### src/rtl/four_bit_twos_complement_pkg.sv
// Shared definitions for the registered two's-complement negator:
// default width, most-negative constant and a reference negate helper.
package twos_pkg;

  localparam int DEFAULT_WIDTH = 4;

  localparam logic [DEFAULT_WIDTH-1:0] MOST_NEG = {1'b1, {(DEFAULT_WIDTH-1){1'b0}}};

  function automatic logic [DEFAULT_WIDTH-1:0] twos_neg(input logic [DEFAULT_WIDTH-1:0] x);
    return ~x + DEFAULT_WIDTH'(1);
  endfunction

endpackage

### src/rtl/four_bit_twos_complement_if.sv
// Operand/result bundle for the negator; ovf exists only when
// TWOS_OVF_FLAG_EN is defined.
interface four_bit_twos_complement_if
  import twos_pkg::*;
#(
  parameter int WIDTH = DEFAULT_WIDTH
);

  logic [WIDTH-1:0] a;
  logic [WIDTH-1:0] b;
`ifdef TWOS_OVF_FLAG_EN
  logic             ovf;

  modport master (output a, input b, input ovf);
  modport slave  (input a, output b, output ovf);
`else
  modport master (output a, input b);
  modport slave  (input a, output b);
`endif

endinterface

### src/rtl/four_bit_twos_complement_neg_comb.sv
// Pure combinational two's-complement negation, b = (~a) + 1 mod 2^WIDTH.
module twos_neg_comb #(
  parameter int WIDTH = 4
) (
  input  logic [WIDTH-1:0] a,
  output logic [WIDTH-1:0] b
);

  // Carry out of the MSB is dropped by the WIDTH-bit result.
  assign b = ~a + WIDTH'(1);

endmodule

### src/rtl/four_bit_twos_complement.sv
// Registered two's-complement negator, one cycle latency, sync active-high rst.
// Optional overflow flag (a == most-negative) enabled by TWOS_OVF_FLAG_EN.
module four_bit_twos_complement
  import twos_pkg::*;
#(
  parameter int WIDTH = DEFAULT_WIDTH
) (
  input  logic                      clk,
  input  logic                      rst,
  four_bit_twos_complement_if.slave bus
);

  logic [WIDTH-1:0] neg;

  twos_neg_comb #(.WIDTH(WIDTH)) u_neg (
    .a (bus.a),
    .b (neg)
  );

  always_ff @(posedge clk) begin
    if (rst) begin
      bus.b <= '0;
    end else begin
      bus.b <= neg;
    end
  end

`ifdef TWOS_OVF_FLAG_EN
  // Most-negative input has no representable negation; flag it alongside b.
  localparam logic [WIDTH-1:0] MOST_NEG_W = {1'b1, {(WIDTH-1){1'b0}}};

  always_ff @(posedge clk) begin
    if (rst) begin
      bus.ovf <= 1'b0;
    end else begin
      bus.ovf <= (bus.a == MOST_NEG_W);
    end
  end
`endif

endmodule

### src/flat_wrapper.sv
// flat-port wrapper written by rule: the top's interface ports become plain ports
module four_bit_twos_complement_flat import twos_pkg::*;
#(
  parameter int WIDTH = DEFAULT_WIDTH
)
  (clk, rst, bus_a, bus_b);
  four_bit_twos_complement_if #(.WIDTH(WIDTH)) bus_i ();
  input  logic clk;
  input  logic rst;
  input wire logic [$bits(bus_i.a)-1:0] bus_a;
  output wire logic [$bits(bus_i.b)-1:0] bus_b;
  assign bus_i.a = bus_a;
  assign bus_b = bus_i.b;
  four_bit_twos_complement #(.WIDTH(WIDTH)) u_core (.clk(clk), .rst(rst), .bus(bus_i));
endmodule
### config.mk
export PLATFORM = sky130hd
export DESIGN_NAME = four_bit_twos_complement_flat
export DESIGN_NICKNAME = d
export VERILOG_FILES = /design/src/rtl/four_bit_twos_complement_pkg.sv /design/src/rtl/four_bit_twos_complement_if.sv /design/src/rtl/four_bit_twos_complement_neg_comb.sv /design/src/rtl/four_bit_twos_complement.sv /design/src/flat_wrapper.sv
export SDC_FILE = /design/constraint.sdc
export NUM_CORES = 1
export LEC_CHECK = 0
export BUFFER_PORTS_ARGS = -buffer_cell sky130_fd_sc_hd__buf_2
export CELL_PAD_IN_SITES_DETAIL_PLACEMENT = 2
export CELL_PAD_IN_SITES_GLOBAL_PLACEMENT = 2
export CORE_AREA = 2 2 39 41
export DETAILED_ROUTE_END_ITERATION = 8
export DIE_AREA = 0 0 41 43
export GPL_ROUTABILITY_DRIVEN = 0
export PLACE_DENSITY_LB_ADDON = 0.1
export REMOVE_ABC_BUFFERS = 1
export SYNTH_ARGS = -nofsm -noshare
export SYNTH_HDL_FRONTEND = slang
export SYNTH_SLANG_ARGS = --single-unit
### constraint.sdc
create_clock -name clk -period 0.8 [get_ports clk]
set_clock_uncertainty 0.05 [all_clocks]
set_input_delay 0.04 -clock clk [delete_from_list [all_inputs] [get_ports clk]]
set_output_delay 0.04 -clock clk [all_outputs]
set_load 0.005 [all_outputs]
# After elaboration in Yosys (flattened, before gate mapping)
# Cells that the tools add are included.
[totals] in_bits=6 latchBits=0 n_memories=0 mem_bits_rw=0 mem_bits_ro=0 register_bits=4 elab_cells=3
[op_classes] n_div=0 eq_ne=0 n_bitwise=1 order_cmp=0 add_sub_neg=1 shifts=0 muxes=0 n_reduce_logical=0 mul=0
[ops] cell="4-bit by 1-bit adder with 4-bit output (second input constant)" n=1
[ops] cell="4-bit NOT" n=1

# Depth between registers and ports, before layout
# Gate-level depths: netlist of the first run.
[depth] word_depth=2 mapped_depth=4 ltp_nobuf=4

# Hierarchy
# From an unflattened synthesis of the first run, not the netlist that was laid out.
[unflattened] hier_cells=15 area_unflattened_um2=160.2
[by_module_without_submodules] module="four_bit_twos_complement" instances=1 area_per_inst_um2=105.1 cells_per_inst=8
[by_module_without_submodules] module="twos_neg_comb" instances=1 area_per_inst_um2=55.1 cells_per_inst=7

# Worst setup path after synthesis of the first run
# OpenSTA, ideal clock, no wires.
[synth_path] kind="input -> register" from="in bus_a[0]" to="reg u_core.bus.b[1]" path_slack_ns=0.186 cell_stages=3 arrival_time_ns=0.450 path_cell_list="inv_1 ha_1 nor2b_1"
[synth_via] elab_chain_len=2
[synth_lines] element="from (decl)" line_no="flat_wrapper.sv:10" rtl="input wire logic [$bits(bus_i.a)-1:0] bus_a;"
[synth_lines] element="4-bit NOT" line_no="four_bit_twos_complement_neg_comb.sv:10" rtl="assign b = ~a + WIDTH'(1);"
[synth_lines] element="4-bit by 1-bit adder with 4-bit output" line_no="four_bit_twos_complement_neg_comb.sv:10"
[synth_lines] element="via u_core.neg[1]" line_no="four_bit_twos_complement.sv:13" rtl="logic [WIDTH-1:0] neg;"
[synth_lines] element="to (signal assigned)" line_no="four_bit_twos_complement.sv:24" rtl="bus.b <= neg;"
[synth_lines] element="to (decl)" line_no="four_bit_twos_complement_if.sv:18" rtl="modport slave (input a, output b);"
# The timed path passes the listed nets, and every way through them passes these cells.
# A chain may end at the register's enable or synchronous reset.

# Worst setup path after layout of the first run
[layout_path] from="in bus_a[0]" to="reg u_core.bus.b[0]"
[layout_via] elab_chain_len=2
[layout_lines] element="4-bit NOT" line_no="four_bit_twos_complement_neg_comb.sv:10"
[layout_lines] element="4-bit by 1-bit adder with 4-bit output" line_no="four_bit_twos_complement_neg_comb.sv:10"
# No other way between the ends.

==> run_results.csv, run 1 <==
group,metric,value,unit
finish,diodes,0,
cts,h-tree-depth,1,
detailed_routing,drt_iter0_drc,3,
yosys,ys_seq_area_share,56.14,%
global_routing,gr-usage-all-layers,4.810,%
worst_hold_path,hold_class,"in2reg",
power,peakVddDrop,0.2801,mV
global_routing,grt_max_degree,5,
sta,timing.hold.ws,-29.80,ps
sta,tightest_slew,236.4,ps
global_routing,grt_pass1_wl,524,um
critical_path,end_kind,"flip-flop",
placement,post-place-cells,39,
worst_hold_path,min_from,"rst",
global_routing,antenna_found_initial,0,
sta,hold_viol_final,1,
status,violations,"negative hold slack",
detailed_routing,vias,139,
die,rows,14,
critical_path,cp.required,860,ps
detailed_routing,wl,329,um
cts,clk_path_buf_depth,2,
yosys,syn_inst,14,
cts,root_buffer,"clkbuf_4",
critical_path,critPathMaxStageDelay,540,ps
finish,drive_gt1_share,42.86,%
yosys,synth_top_cell_by_area,"dfxtp_1",
critical_path,start_kind,"input pin",
finish,largest_reg_flops,4,
yosys,synth.cell_area,142.6,sq um
die,ios,10,
detailed_routing,vias_per_cell,3.159,
sta,relSlewSlack,84.09,%
yosys,ys_seq_elements,4,
cts,post_cts_resized,0,
sta,fin_crit,743.4,ps
yosys,avgSynthCellArea,10.19,sq um
detailed_routing,ant_nets,0,
worst_hold_path,min_path_cells,2,
sta,setup_tns,0,ps
finish,top_register,"u_core.bus.b",
cts,cts_buffers,3,
die,die-area,1763,sq um
critical_path,critPathKind,"in2reg",
finish,stdcell_count,44,
critical_path,worstPathCellList,"buf_2 -> inv_1 -> nor2_1 -> dlygate4sd3_1",
die,coreArea,1384,sq um
sta,maxSlewViolCount,0,
sta,grt_setup_unrepaired,"false",
run,max_cap_violations,0,
power,power-per-cell-area,2060,nW/um^2
finish,layout.nets,37,
critical_path,worst_path_max_delay_cell,"dlygate4sd3_1",
yosys,synth_cell_types,9,
sta,max_freq,1345,MHz
detailed_routing,drc,0,
finish,syn_to_final_growth,75.44,%
critical_path,critPathArrivalTime,800,ps
finish,top_regs,"u_core.bus.b (4)",
sta,fin_crit_sh,92.92,%
yosys,netlist_top_cells_area,"dfxtp_1 (56%), ha_1 (8.8%), o31a_1 (6.1%)",
cts,cts_tree,"yes",
detailed_routing,first_pass_iters,2,
power,power.leakage,0.0001291,uW
die,start_util,10.31,%
detailed_routing,wl_per_cell,7.477,um
global_routing,globalRouteOverflowTotal,0,
cts,cts_sinks,4,
cts,clkTransAtPathRegs,30,ps
status,status,"finished, violations left",
yosys,synth_top_area_share,56.14,%
global_routing,first_global_vias,149,
sta,setup_viol,0,
placement,port_buffers,9,
critical_path,critPathMaxFanout,3,
die,die_y,43,um
die,die_width,41,um
yosys,yosys_warnings,0,
worst_hold_path,whs_endpoint,"u_core.bus.b[3]",
[cell usage after synthesis]
cell	count
nor2b_1	1
nor2_1	2
xor2_1	1
nor4_1	1
o31a_1	1
dfxtp_1	4
inv_1	2
ha_1	1
nor3_1	1
[placed cells by master (no fill, tap or decap)]
cell type      netlist  final
ha_1                 1      1
dfxtp_1              4      4
o31a_1               1      1
clkbuf_4             0      3
inv_1                2      2
buf_2                0      9
dlygate4sd3_1        0      2
xor2_1               1      1
nor2_1               2      2
nor4_1               1      1
nor2b_1              1      1
nor3_1               1      1
[timing repair]
action | in CTS | in global routing
hold buffers | 1 | 1
hold endpoints to repair | 4 | 2
buffers inserted | 0 | 0
[routing by layer]
| metal | wire (um) | track usage (%) |
|---|---|---|
| met3 | 39 | 1.571 |
| met4 | 0 | 6.000 |
| met1 | 132 | 4.473 |
| met2 | 158 | 6.875 |
| met5 | 0 | 0 |
[cell families (layout without fill, tap and decap cells)]
kind of cell | after synthesis | in the layout | synth area share [%]
xor gates and xnor gates | 1 | 1 | 6.141
DFF | 4 | 4 | 56.14
buffers and inverters | 2 | 16 | 5.265
adders and majority gates | 1 | 1 | 8.771
AOI/OAI and AO/OA | 1 | 1 | 6.141
and+or+nand+nor | 5 | 5 | 17.55
[layout make-up]
type,instances,area (sq um)
inverters,2,7.507
multi-input cells,8,55.05
repair buffers,11,65.06
fillers,166,1134
clock buffers,3,22.52
well taps,16,20.02
flip-flops and latches,4,80.08
[worst max path at each step]
stage	from	end	slack [ps]	depth (start not counted)
after floorplan	bus_a[0]	u_core.bus.b[1]	190	3
after global placement	bus_a[0]	u_core.bus.b[2]	40	5
after detailed placement	bus_a[0]	u_core.bus.b[1]	30	4
after CTS	bus_a[0]	u_core.bus.b[0]	70	4
after global routing	bus_a[0]	u_core.bus.b[0]	10	4
final	bus_a[0]	u_core.bus.b[0]	60	4
[where the power goes]
group | switching [uW] | total [uW] | internal, uW
logic | 27.5 | 63.5 | 36.0
clock network | 68.1 | 235 | 167
registers | 2.53 | 217 | 215
total | 98.1 | 516 | 417
[worst max-delay path, delay by kind of cell]
family | cells | cell delay [ps]
simple gates | 1 | 40
buf+inv | 3 | 720
[metrics by stage]
step	area (sq um)	utilization [%]	power (uW)	hold WS (ps)	setup slack, ps
2_1_floorplan	142.6	-	242.2	56.69	186.1
3_3_place_gp	207.7	15.01	277.6	207.0	40.18
3_5_place_dp	207.7	15.01	278.8	208.3	32.42
4_1_cts	240.2	17.36	524.8	-27.29	66.13
5_1_grt	250.2	18.08	552.7	-22.92	10.54
6_report	250.2	18.08	515.6	-29.80	56.64
Power figures use the tool's default switching activity.
==> inputs of run 2 (changes only) <==
- MAX_ROUTING_LAYER: default -> met4
- PLACE_DENSITY: default -> 0.4
- PLACE_DENSITY_LB_ADDON: 0.1 -> default
==> run_results.csv, run 2 (synthesis gave the netlist of run 1 again) <==
group,metric,value,unit
sta,relSlewSlack,84.89,%
finish,most-common-layout-cells,"buf_2 (9), dfxtp_1 (4), clkbuf_4 (3)",
cts,cts_hold_buf,1,
status,status,"finished, violations left",
sta,tightest_slew,224.6,ps
finish,syn_to_final_growth,75.44,%
cts,cts_buffers,3,
die,ios,10,
finish,stdcell_area,250.2,sq um
critical_path,critPathMaxStageDelay,540,ps
global_routing,globalRouteOverflowTotal,0,
die,start_util,10.31,%
run,max_cap_violations,0,
sta,setup_tns,0,ps
cts,cts_tree,"yes",
global_routing,gr-usage-all-layers,4.415,%
placement,port_buffers,9,
critical_path,cp.required,860,ps
power,power-per-cell-area,2079,nW/um^2
detailed_routing,wl,383,um
finish,layout.nets,37,
cts,post-cts-setup-buffers,0,
detailed_routing,drt_iter0_drc,0,
worst_hold_path,min_from,"rst",
cts,h-tree-depth,1,
die,die_y,43,um
cts,post_cts_resized,0,
status,violations,"negative hold slack",
critical_path,critPathArrivalTime,820,ps
finish,diodes,0,
sta,hold_viol_final,1,
detailed_routing,ant_nets,0,
finish,fillers,159,
global_routing,grt_max_degree,5,
finish,largest_reg_flops,4,
sta,fin_crit,759.6,ps
cts,root_buffer,"clkbuf_4",
detailed_routing,first_pass_iters,1,
sta,maxSlewViolCount,0,
finish,layout_commonest_cell,"buf_2",
global_routing,first_global_vias,135,
critical_path,start_kind,"input pin",
sta,max_freq,1317,MHz
critical_path,worstPathCellList,"buf_2 -> inv_1 -> nor2_1 -> dlygate4sd3_1",
finish,multi_input_area,55.05,sq um
critical_path,end_kind,"flip-flop",
worst_hold_path,min_path_cells,2,
critical_path,critPathMaxFanout,3,
placement,hpwl,320.6,um
placement,post-place-cells,39,
cts,clkTransAtPathRegs,30,ps
cts,clk_path_buf_depth,2,
critical_path,worst_path_max_delay_cell,"dlygate4sd3_1",
worst_hold_path,hold_class,"in2reg",
global_routing,grt_pass1_wl,455,um
die,die-area,1763,sq um
finish,drive_gt1_share,42.86,%
critical_path,critPathBufInv,3,
detailed_routing,vias,153,
finish,regArea,80.08,sq um
detailed_routing,wl_per_cell,8.705,um
detailed_routing,drc,0,
sta,grt_setup_unrepaired,"false",
finish,stdcell_count,44,
worst_hold_path,whs_endpoint,"u_core.bus.b[3]",
finish,top_regs,"u_core.bus.b (4)",
die,rows,14,
detailed_routing,vias_per_cell,3.477,
power,peakVddDrop,0.3406,mV
sta,timing.hold.ws,-24.23,ps
power,power.leakage,0.0001291,uW
sta,setup_viol,0,
cts,cts_sinks,4,
global_routing,antenna_found_initial,0,
sta,fin_crit_sh,94.95,%
placement,dpl_cell_area,207.7,sq um
finish,top_register,"u_core.bus.b",
critical_path,cp_top_family,"buffers and inverters",
die,die_width,41,um
die,coreArea,1384,sq um
critical_path,critPathKind,"in2reg",
==> run 2: worst max path at each step <==
stage	from	endpoint	slack, ps	cells after the start
CTS	bus_a[0]	u_core.bus.b[0]	50	4
finish	bus_a[0]	u_core.bus.b[0]	40	4
global route	bus_a[0]	u_core.bus.b[0]	20	4
floorplan	bus_a[0]	u_core.bus.b[1]	190	3
global placement	bus_a[0]	u_core.bus.b[1]	50	4
detailed placement	bus_a[0]	u_core.bus.b[2]	20	5
==> run 2: layout make-up <==
| cell class | instances | area share, % |
|---|---|---|
| Multi-Input combinational cell | 8 | 22.00 |
| Tap cell | 16 | 8.000 |
| Timing Repair Buffer | 11 | 26.00 |
| Inverter | 2 | 3.000 |
| Sequential cell | 4 | 32.00 |
| Clock buffer | 3 | 9.000 |
==> run 2: metrics by stage <==
| step | setup slack [ps] | utilization, % | total power (uW) |
|---|---|---|---|
| floorplan | 186.1 | - | 242.2 |
| global placement | 48.52 | 15.01 | 277.1 |
| detailed placement | 23.15 | 15.01 | 280.3 |
| CTS | 49.04 | 17.36 | 533.7 |
| global route | 18.93 | 18.08 | 558.0 |
| finish | 40.43 | 18.08 | 520.3 |
==> run 2: power by group <==
group	internal [uW]	switching, uW	leakage [uW]	total, uW
sequential	215	3.08	0.0000334	218
combinational	36.1	29.3	0.0000820	65.4
clock	167	70.1	0.0000138	237
==> run 2: layer usage <==
metal / global-route usage (%) / wire length (um) / part of all wire (%) / vias up
met3: 1.571 / 60 / 16 / 0
met1: 4.153 / 142 / 37 / 68
li1: - / - / - / 75
met2: 5.625 / 180 / 47 / 10
met5: - / 0 / 0 / -
met4: 6.000 / 0 / 0 / 0
